--- src/rtl/fpga_spram_pipe_if.sv ---
// Request/response bundle for fpga_spram_pipe.
// The memory bridge drives the master side and the RAM drives the slave side.
interface fpga_spram_pipe_if #(
  parameter int ADDR_WIDTH = 6,
  parameter int DATA_WIDTH = 32,
  parameter int BYTE_WIDTH = 8
);
  localparam int WEA_SIZE = DATA_WIDTH / BYTE_WIDTH;

  logic                  ena;
  logic [ADDR_WIDTH-1:0] addra;
  logic [WEA_SIZE-1:0]   wea;
  logic [DATA_WIDTH-1:0] dina;
  logic [DATA_WIDTH-1:0] douta;
  logic                  dvalid;
  logic                  init_busy;

  modport master (output ena, addra, wea, dina, input douta, dvalid, init_busy);
  modport slave  (input ena, addra, wea, dina, output douta, dvalid, init_busy);
endinterface

--- src/rtl/fpga_spram_pipe.sv ---
// Single-port synchronous RAM with byte enables, 1..3 cycle read pipeline,
// selectable write-collision behaviour and an optional post-reset clear sequencer.
module fpga_spram_pipe #(
  parameter int ADDR_WIDTH     = 6,
  parameter int DATA_WIDTH     = 32,
  parameter int BYTE_WIDTH     = 8,
  parameter int READ_LATENCY   = 1,
  parameter int WRITE_MODE     = 0,
  parameter int CLEAR_ON_RESET = 1
) (
  input  logic             clka,
  input  logic             rsta,
  fpga_spram_pipe_if.slave bus
);
  localparam int WEA_SIZE = DATA_WIDTH / BYTE_WIDTH;
  localparam int DEPTH    = 2 ** ADDR_WIDTH;
  localparam logic [ADDR_WIDTH:0] CLEAR_LAST = (ADDR_WIDTH + 1)'(DEPTH - 1);

  typedef enum logic [1:0] {ST_RST, ST_CLEAR, ST_IDLE} state_t;

  state_t                state;
  state_t                state_next;
  logic [ADDR_WIDTH:0]   clear_count;
  logic                  clear_we;
  logic                  busy;

  logic [DATA_WIDTH-1:0] mem [DEPTH];
  logic [DATA_WIDTH-1:0] old_word;
  logic [DATA_WIDTH-1:0] merged_word;
  logic                  accept;
  logic                  is_write;
  logic                  launch;

  logic [DATA_WIDTH-1:0] stage_data  [READ_LATENCY];
  logic                  stage_valid [READ_LATENCY];

  // The counter is one bit wider than the address so the last clear write cannot alias address 0.
  always_ff @(posedge clka) begin
    if (rsta) begin
      state       <= ST_RST;
      clear_count <= '0;
    end else begin
      state <= state_next;
      if (clear_we) begin
        clear_count <= clear_count + 1'b1;
      end
    end
  end

  always_comb begin
    state_next = state;
    case (state)
      ST_RST:   state_next = (CLEAR_ON_RESET != 0) ? ST_CLEAR : ST_IDLE;
      ST_CLEAR: if (clear_count == CLEAR_LAST) state_next = ST_IDLE;
      default:  state_next = ST_IDLE;
    endcase
  end

  // Address 0 is written on the first edge after reset release, while still in ST_RST.
  always_comb begin
    busy     = 1'b0;
    clear_we = 1'b0;
    if (CLEAR_ON_RESET != 0) begin
      busy     = (state != ST_IDLE);
      clear_we = busy && !rsta;
    end
  end

  assign accept   = bus.ena && !busy && !rsta;
  assign is_write = |bus.wea;
  assign old_word = mem[bus.addra];
  assign launch   = accept && !(is_write && WRITE_MODE == 2);

  always_comb begin
    merged_word = old_word;
    for (int i = 0; i < WEA_SIZE; i++) begin
      if (bus.wea[i]) begin
        merged_word[i*BYTE_WIDTH +: BYTE_WIDTH] = bus.dina[i*BYTE_WIDTH +: BYTE_WIDTH];
      end
    end
  end

  // Array storage has no reset so it maps onto block RAM; only the clear sequencer zeroes it.
  always_ff @(posedge clka) begin
    if (clear_we) begin
      mem[clear_count[ADDR_WIDTH-1:0]] <= '0;
    end else if (accept) begin
      for (int i = 0; i < WEA_SIZE; i++) begin
        if (bus.wea[i]) begin
          mem[bus.addra][i*BYTE_WIDTH +: BYTE_WIDTH] <= bus.dina[i*BYTE_WIDTH +: BYTE_WIDTH];
        end
      end
    end
  end

  // Data registers only move with their valid bit so douta holds between results.
  always_ff @(posedge clka) begin
    if (rsta) begin
      for (int i = 0; i < READ_LATENCY; i++) begin
        stage_valid[i] <= 1'b0;
        stage_data[i]  <= '0;
      end
    end else begin
      stage_valid[0] <= launch;
      if (launch) begin
        stage_data[0] <= (is_write && WRITE_MODE == 0) ? merged_word : old_word;
      end
      for (int i = 1; i < READ_LATENCY; i++) begin
        stage_valid[i] <= stage_valid[i-1];
        if (stage_valid[i-1]) begin
          stage_data[i] <= stage_data[i-1];
        end
      end
    end
  end

  assign bus.douta     = stage_data[READ_LATENCY-1];
  assign bus.dvalid    = stage_valid[READ_LATENCY-1];
  assign bus.init_busy = busy;
endmodule

--- src/flat_wrapper.sv ---
// flat-port wrapper written by rule: the top's interface ports become plain ports
module fpga_spram_pipe_flat 
#(
  parameter int ADDR_WIDTH     = 6,
  parameter int DATA_WIDTH     = 32,
  parameter int BYTE_WIDTH     = 8,
  parameter int READ_LATENCY   = 1,
  parameter int WRITE_MODE     = 0,
  parameter int CLEAR_ON_RESET = 1
)
  (clka, rsta, bus_ena, bus_addra, bus_wea, bus_dina, bus_douta, bus_dvalid, bus_init_busy);
  fpga_spram_pipe_if #(.ADDR_WIDTH(ADDR_WIDTH), .DATA_WIDTH(DATA_WIDTH), .BYTE_WIDTH(BYTE_WIDTH)) bus_i ();
  input  logic clka;
  input  logic rsta;
  input wire logic [$bits(bus_i.ena)-1:0] bus_ena;
  input wire logic [$bits(bus_i.addra)-1:0] bus_addra;
  input wire logic [$bits(bus_i.wea)-1:0] bus_wea;
  input wire logic [$bits(bus_i.dina)-1:0] bus_dina;
  output wire logic [$bits(bus_i.douta)-1:0] bus_douta;
  output wire logic [$bits(bus_i.dvalid)-1:0] bus_dvalid;
  output wire logic [$bits(bus_i.init_busy)-1:0] bus_init_busy;
  assign bus_i.ena = bus_ena;
  assign bus_i.addra = bus_addra;
  assign bus_i.wea = bus_wea;
  assign bus_i.dina = bus_dina;
  assign bus_douta = bus_i.douta;
  assign bus_dvalid = bus_i.dvalid;
  assign bus_init_busy = bus_i.init_busy;
  fpga_spram_pipe #(.ADDR_WIDTH(ADDR_WIDTH), .DATA_WIDTH(DATA_WIDTH), .BYTE_WIDTH(BYTE_WIDTH), .READ_LATENCY(READ_LATENCY), .WRITE_MODE(WRITE_MODE), .CLEAR_ON_RESET(CLEAR_ON_RESET)) u_core (.clka(clka), .rsta(rsta), .bus(bus_i));
endmodule
--- config.mk ---
export PLATFORM = sky130hd
export DESIGN_NAME = fpga_spram_pipe_flat
export DESIGN_NICKNAME = d
export VERILOG_FILES = /design/src/rtl/fpga_spram_pipe_if.sv /design/src/rtl/fpga_spram_pipe.sv /design/src/flat_wrapper.sv
export SDC_FILE = /design/constraint.sdc
export NUM_CORES = 2
export LEC_CHECK = 0
export ABC_AREA = 1
export BUFFER_PORTS_ARGS = -buffer_cell sky130_fd_sc_hd__buf_2
export CAP_MARGIN = 20
export CORE_MARGIN = 5
export CORE_UTILIZATION = 45
export DETAILED_ROUTE_END_ITERATION = 7
export PLACE_DENSITY_LB_ADDON = 0.08
export SYNTH_ARGS = -nofsm -noshare
export SYNTH_HDL_FRONTEND = slang
export SYNTH_SLANG_ARGS = --single-unit
export TNS_END_PERCENT = 100
--- constraint.sdc ---
create_clock -name clka -period 5.33 [get_ports clka]
set_clock_uncertainty 0.2 [all_clocks]
set_input_delay 1.599 -clock clka [delete_from_list [all_inputs] [get_ports clka]]
set_output_delay 1.599 -clock clka [all_outputs]
set_load 0.02 [all_outputs]
==> flow_results.xml <==
<?xml version="1.0" encoding="UTF-8"?>
<metrics>
  <group name="sta">
    <metric name="period_share" unit="">0.8191</metric>
    <metric name="final_max_slew_viol_count" unit="">0</metric>
    <metric name="final.setup.tns" unit="ps">0</metric>
    <metric name="max_freq" unit="MHz">229.1</metric>
    <metric name="finalHoldViolCount" unit="">0</metric>
    <metric name="crit_path_setup_slack_layout" unit="ps">964.2</metric>
    <metric name="period_minus_slack" unit="ps">4366</metric>
    <metric name="rsz_0062_raised_after_global_routing" unit="">no</metric>
    <metric name="setup_viol" unit="">0</metric>
    <metric name="maxSlewHeadroom" unit="">0.2374</metric>
    <metric name="tightest_slew" unit="ps">1141</metric>
  </group>
  <group name="die">
    <metric name="die_w" unit="um">444.3</metric>
    <metric name="placement_rows" unit="">159</metric>
    <metric name="die_height" unit="um">444.3</metric>
    <metric name="floorplan.initialDensity" unit="">0.4520</metric>
    <metric name="ioPinCount" unit="">79</metric>
    <metric name="core_region_area" unit="mm^2">0.1878</metric>
    <metric name="die_area" unit="mm^2">0.1974</metric>
  </group>
  <group name="worst_setup_path">
    <metric name="worstSetupStartpointType" unit="">input pin</metric>
    <metric name="ff2ff_path_depth" unit="">11</metric>
    <metric name="worstPathCellList" unit="">buf_2, inv_1, nor3_4, o21ai_1, nand2_2, o21ai_0, inv_1, nand2_1, nor2_2, nand2_1, nor2_1</metric>
    <metric name="arrival" unit="ps">4640</metric>
    <metric name="worst_ep_required_time" unit="ps">5600</metric>
    <metric name="critPathKind" unit="">input pin to flop</metric>
    <metric name="crit_path_max_fanout" unit="">17</metric>
    <metric name="timing.critical_path.to_type" unit="">flop</metric>
    <metric name="crit_family" unit="">simple AND/OR/NAND/NOR gates</metric>
    <metric name="critical_path.n_buffers_inverters" unit="">3</metric>
    <metric name="worstSetupPathDepth" unit="">11</metric>
    <metric name="critPathMaxStageDelay" unit="ps">750</metric>
    <metric name="critical-path-slowest-cell" unit="">sky130_fd_sc_hd__nor2_1</metric>
  </group>
  <group name="clock_tree">
    <metric name="cts-resized-gates" unit="">0</metric>
    <metric name="clock_tree_from_tritoncts" unit="">built</metric>
    <metric name="clk_latency" unit="ps">860</metric>
    <metric name="clk_pin_slew" unit="ps">60</metric>
    <metric name="post-cts-setup-buffers" unit="">0</metric>
    <metric name="cts-hold-fix-buffers" unit="">0</metric>
    <metric name="tritoncts.num_buffers" unit="">216</metric>
    <metric name="cts_num_sinks" unit="">2090</metric>
    <metric name="clock_tree_buf_depth" unit="">3</metric>
    <metric name="cts.root.buffer_cell" unit="">sky130_fd_sc_hd__clkbuf_16</metric>
    <metric name="cts_max_level" unit="">4</metric>
  </group>
  <group name="route">
    <metric name="drtAntennaViolNets" unit="">0</metric>
    <metric name="first_iter_violations" unit="">5950</metric>
    <metric name="route.detailed.drc" unit="">0</metric>
    <metric name="drt-vias-per-instance" unit="">5.567</metric>
    <metric name="route.detailed.wl_per_inst" unit="um">25.60</metric>
    <metric name="firstDrtPassIters" unit="">7</metric>
    <metric name="detail_route.wirelength" unit="um">260100</metric>
    <metric name="vias" unit="">56560</metric>
  </group>
  <group name="power">
    <metric name="seqPwrFrac" unit="">0.523</metric>
    <metric name="total_leakage_power" unit="nW">36.50</metric>
    <metric name="combinationalPowerShare" unit="">0.050</metric>
    <metric name="power_frac_clock" unit="">0.426</metric>
    <metric name="power.ir.vdd_worst" unit="mV">0.2820</metric>
    <metric name="power.internal" unit="mW">26.61</metric>
    <metric name="swShare" unit="">0.2212</metric>
    <metric name="power_per_cell_area" unit="mW/mm^2">351.7</metric>
    <metric name="p_sw" unit="mW">7.559</metric>
  </group>
  <group name="grt">
    <metric name="grt_max_degree" unit="">163</metric>
    <metric name="grt.met1_usage" unit="">0.3503</metric>
    <metric name="antenna_found_initial" unit="">12</metric>
    <metric name="grt.busiest_layer" unit="">met2</metric>
    <metric name="global_route.usage.total" unit="">0.2585</metric>
    <metric name="grt_remaining_overflow" unit="">0</metric>
    <metric name="grt_pass1_vias" unit="">54820</metric>
    <metric name="grt_util_met3" unit="">0.05147</metric>
    <metric name="met2_usage" unit="">0.4116</metric>
    <metric name="global_route_wire_length_before_repair" unit="um">375900</metric>
  </group>
  <group name="cells_and_area">
    <metric name="flow.area_growth_from_synthesis" unit="%">14.46</metric>
    <metric name="finish.net_count" unit="">7513</metric>
    <metric name="layout-drive-gt1-share" unit="">0.1052</metric>
    <metric name="post-route-cell-area" unit="mm^2">0.09716</metric>
    <metric name="final_common_cell" unit="">sky130_fd_sc_hd__nand2_1</metric>
    <metric name="commonest_cells_after_routing_fill_and_taps_aside" unit="">2290 x sky130_fd_sc_hd__nand2_1, 2080 x sky130_fd_sc_hd__edfxtp_1, 1953 x sky130_fd_sc_hd__nand3_1</metric>
  </group>
  <group name="logic_synthesis">
    <metric name="synthesis.area" unit="mm^2">0.08488</metric>
    <metric name="yosys-top-cells-area" unit="">sky130_fd_sc_hd__edfxtp_1 74%, sky130_fd_sc_hd__nand3_1 12%, sky130_fd_sc_hd__nand2_1 10%</metric>
    <metric name="synth-main-ff-cell" unit="">sky130_fd_sc_hd__edfxtp_1</metric>
    <metric name="mappedNetlistNets" unit="">7336</metric>
    <metric name="ys_warn_count" unit="">0</metric>
    <metric name="yosysTopAreaCellShare" unit="">0.7358</metric>
    <metric name="yosysUniqueCellTypes" unit="">25</metric>
    <metric name="postSynth.asyncResetShare" unit="">0</metric>
    <metric name="avgSynthCellArea" unit="um^2">11.64</metric>
    <metric name="synth_seq_cells" unit="">2090</metric>
    <metric name="cell_count_after_synthesis" unit="">7290</metric>
    <metric name="synth_edf_count" unit="">2080</metric>
    <metric name="synth.yosys.seq_area_share" unit="">0.7382</metric>
    <metric name="synth_area_leader_cell" unit="">sky130_fd_sc_hd__edfxtp_1</metric>
  </group>
  <group name="placement">
    <metric name="hpwl" unit="um">149800</metric>
    <metric name="detailed_place.area" unit="mm^2">0.09035</metric>
    <metric name="place_congestion" unit="">0.8563</metric>
    <metric name="io_buffer_count" unit="">78</metric>
    <metric name="placement.setup.worst_slack" unit="ps">217.0</metric>
  </group>
  <group name="hold_path">
    <metric name="timing.hold.worst.class" unit="">flop to flop</metric>
    <metric name="hold_path_depth" unit="">2</metric>
  </group>
  <group name="flow_run">
    <metric name="max_cap_viol_count" unit="">0</metric>
  </group>
  <group name="run_status">
    <metric name="status" unit="">complete, no violations</metric>
  </group>
</metrics>
[worst paths after layout]
kind | startpoint | endpoint | slack, ps
setup / recovery | bus_ena | u_core.mem[62][11] | 960
hold / removal | u_core.clear_count[6] | u_core.clear_count[6] | 290
setup reg to reg | u_core.state[0] | u_core.mem[62][11] | 1410
hold reg to reg | u_core.clear_count[6] | u_core.clear_count[6] | 290
[worst register-to-register path, stage by stage, from the launching register on]
cell and delay [ps]:
sky130_fd_sc_hd__dfxtp_1 320, sky130_fd_sc_hd__inv_2 50, sky130_fd_sc_hd__nand2_2 140, sky130_fd_sc_hd__nor3_4 230
sky130_fd_sc_hd__o21ai_1 130, sky130_fd_sc_hd__nand2_2 350, sky130_fd_sc_hd__o21ai_0 240, sky130_fd_sc_hd__inv_1 110
sky130_fd_sc_hd__nand2_1 110, sky130_fd_sc_hd__nor2_2 310, sky130_fd_sc_hd__nand2_1 610, sky130_fd_sc_hd__nor2_1 760
[power groups by stage]
stage | sequential (mW) | clock (mW) | combinational [mW]
floorplan | 18.2 | 0 | 1.03
global placement | 18.2 | 0 | 1.71
detailed placement | 18.2 | 0 | 1.71
CTS | 17.9 | 14.8 | 1.72
global route | 17.9 | 15.6 | 1.86
finish | 17.9 | 14.6 | 1.72
[sequential cells by signal, summed over array words and instances, names as in the netlist]
| register | cells |
|---|---|
| u_core.mem | 2048 |
| u_core.stage_data | 32 |
| u_core.clear_count | 7 |
| u_core.state | 2 |
| u_core.stage_valid | 1 |
[area by class of cell]
type | count | area [um^2]
timing repair buffer | 441 | 3918
clock buffer | 284 | 5858
multi-input combinational | 4620 | 20260
clock inverter | 116 | 914.6
tap | 2495 | 3122
fill | 16490 | 90640
inverter | 98 | 394.1
antenna | 15 | 37.54
sequential | 2090 | 62660
[stage by stage]
step	util	power, mW	cells	hold WS (ps)
2_1_floorplan	-	19.26	7290	244.8
3_3_place_gp	0.4811	19.93	9744	270.2
3_5_place_dp	0.4811	19.94	9744	273.9
4_1_cts	0.5172	34.42	10140	284.6
5_1_grt	0.5172	35.29	10140	310.6
6_report	0.5174	34.17	10160	287.3
[kinds of logic (layout without fill, tap and decap cells)]
family | Yosys count | in the layout | synth area share
AND/OR/NAND/NOR | 4560 | 4560 | 0.2320
flip-flops | 2090 | 2090 | 0.7382
buffers and inverters | 580 | 939 | 0.02613
AO/OA/AOI/OAI | 59 | 59 | 0.003582
adder cells (fa/ha/maj) | 1 | 1 | 0.0001474
other | 0 | 15 | 0
[layer usage]
layer / wire length, um / share of wire
met1: 109600 / 0.42
met2: 121500 / 0.47
met3: 17880 / 0.069
met4: 11050 / 0.042
met5: 103 / 0.00040
[Yosys cell counts (2+ instances only)]
cell,n
sky130_fd_sc_hd__nor2_2,4
sky130_fd_sc_hd__a21oi_1,38
sky130_fd_sc_hd__buf_2,27
sky130_fd_sc_hd__o21ai_0,11
sky130_fd_sc_hd__dfxtp_1,10
sky130_fd_sc_hd__nor3_1,3
sky130_fd_sc_hd__o21ai_2,2
sky130_fd_sc_hd__clkbuf_1,364
sky130_fd_sc_hd__buf_1,90
sky130_fd_sc_hd__clkinv_1,5
sky130_fd_sc_hd__nor2_4,12
sky130_fd_sc_hd__inv_1,84
sky130_fd_sc_hd__inv_2,9
sky130_fd_sc_hd__nand2_2,2
sky130_fd_sc_hd__nand3_1,1953
sky130_fd_sc_hd__nor2_1,292
sky130_fd_sc_hd__nor4_1,2
sky130_fd_sc_hd__o21ai_1,7
sky130_fd_sc_hd__nand2_1,2290
sky130_fd_sc_hd__edfxtp_1,2080
Note: power is estimated with default switching activity, not from simulation.
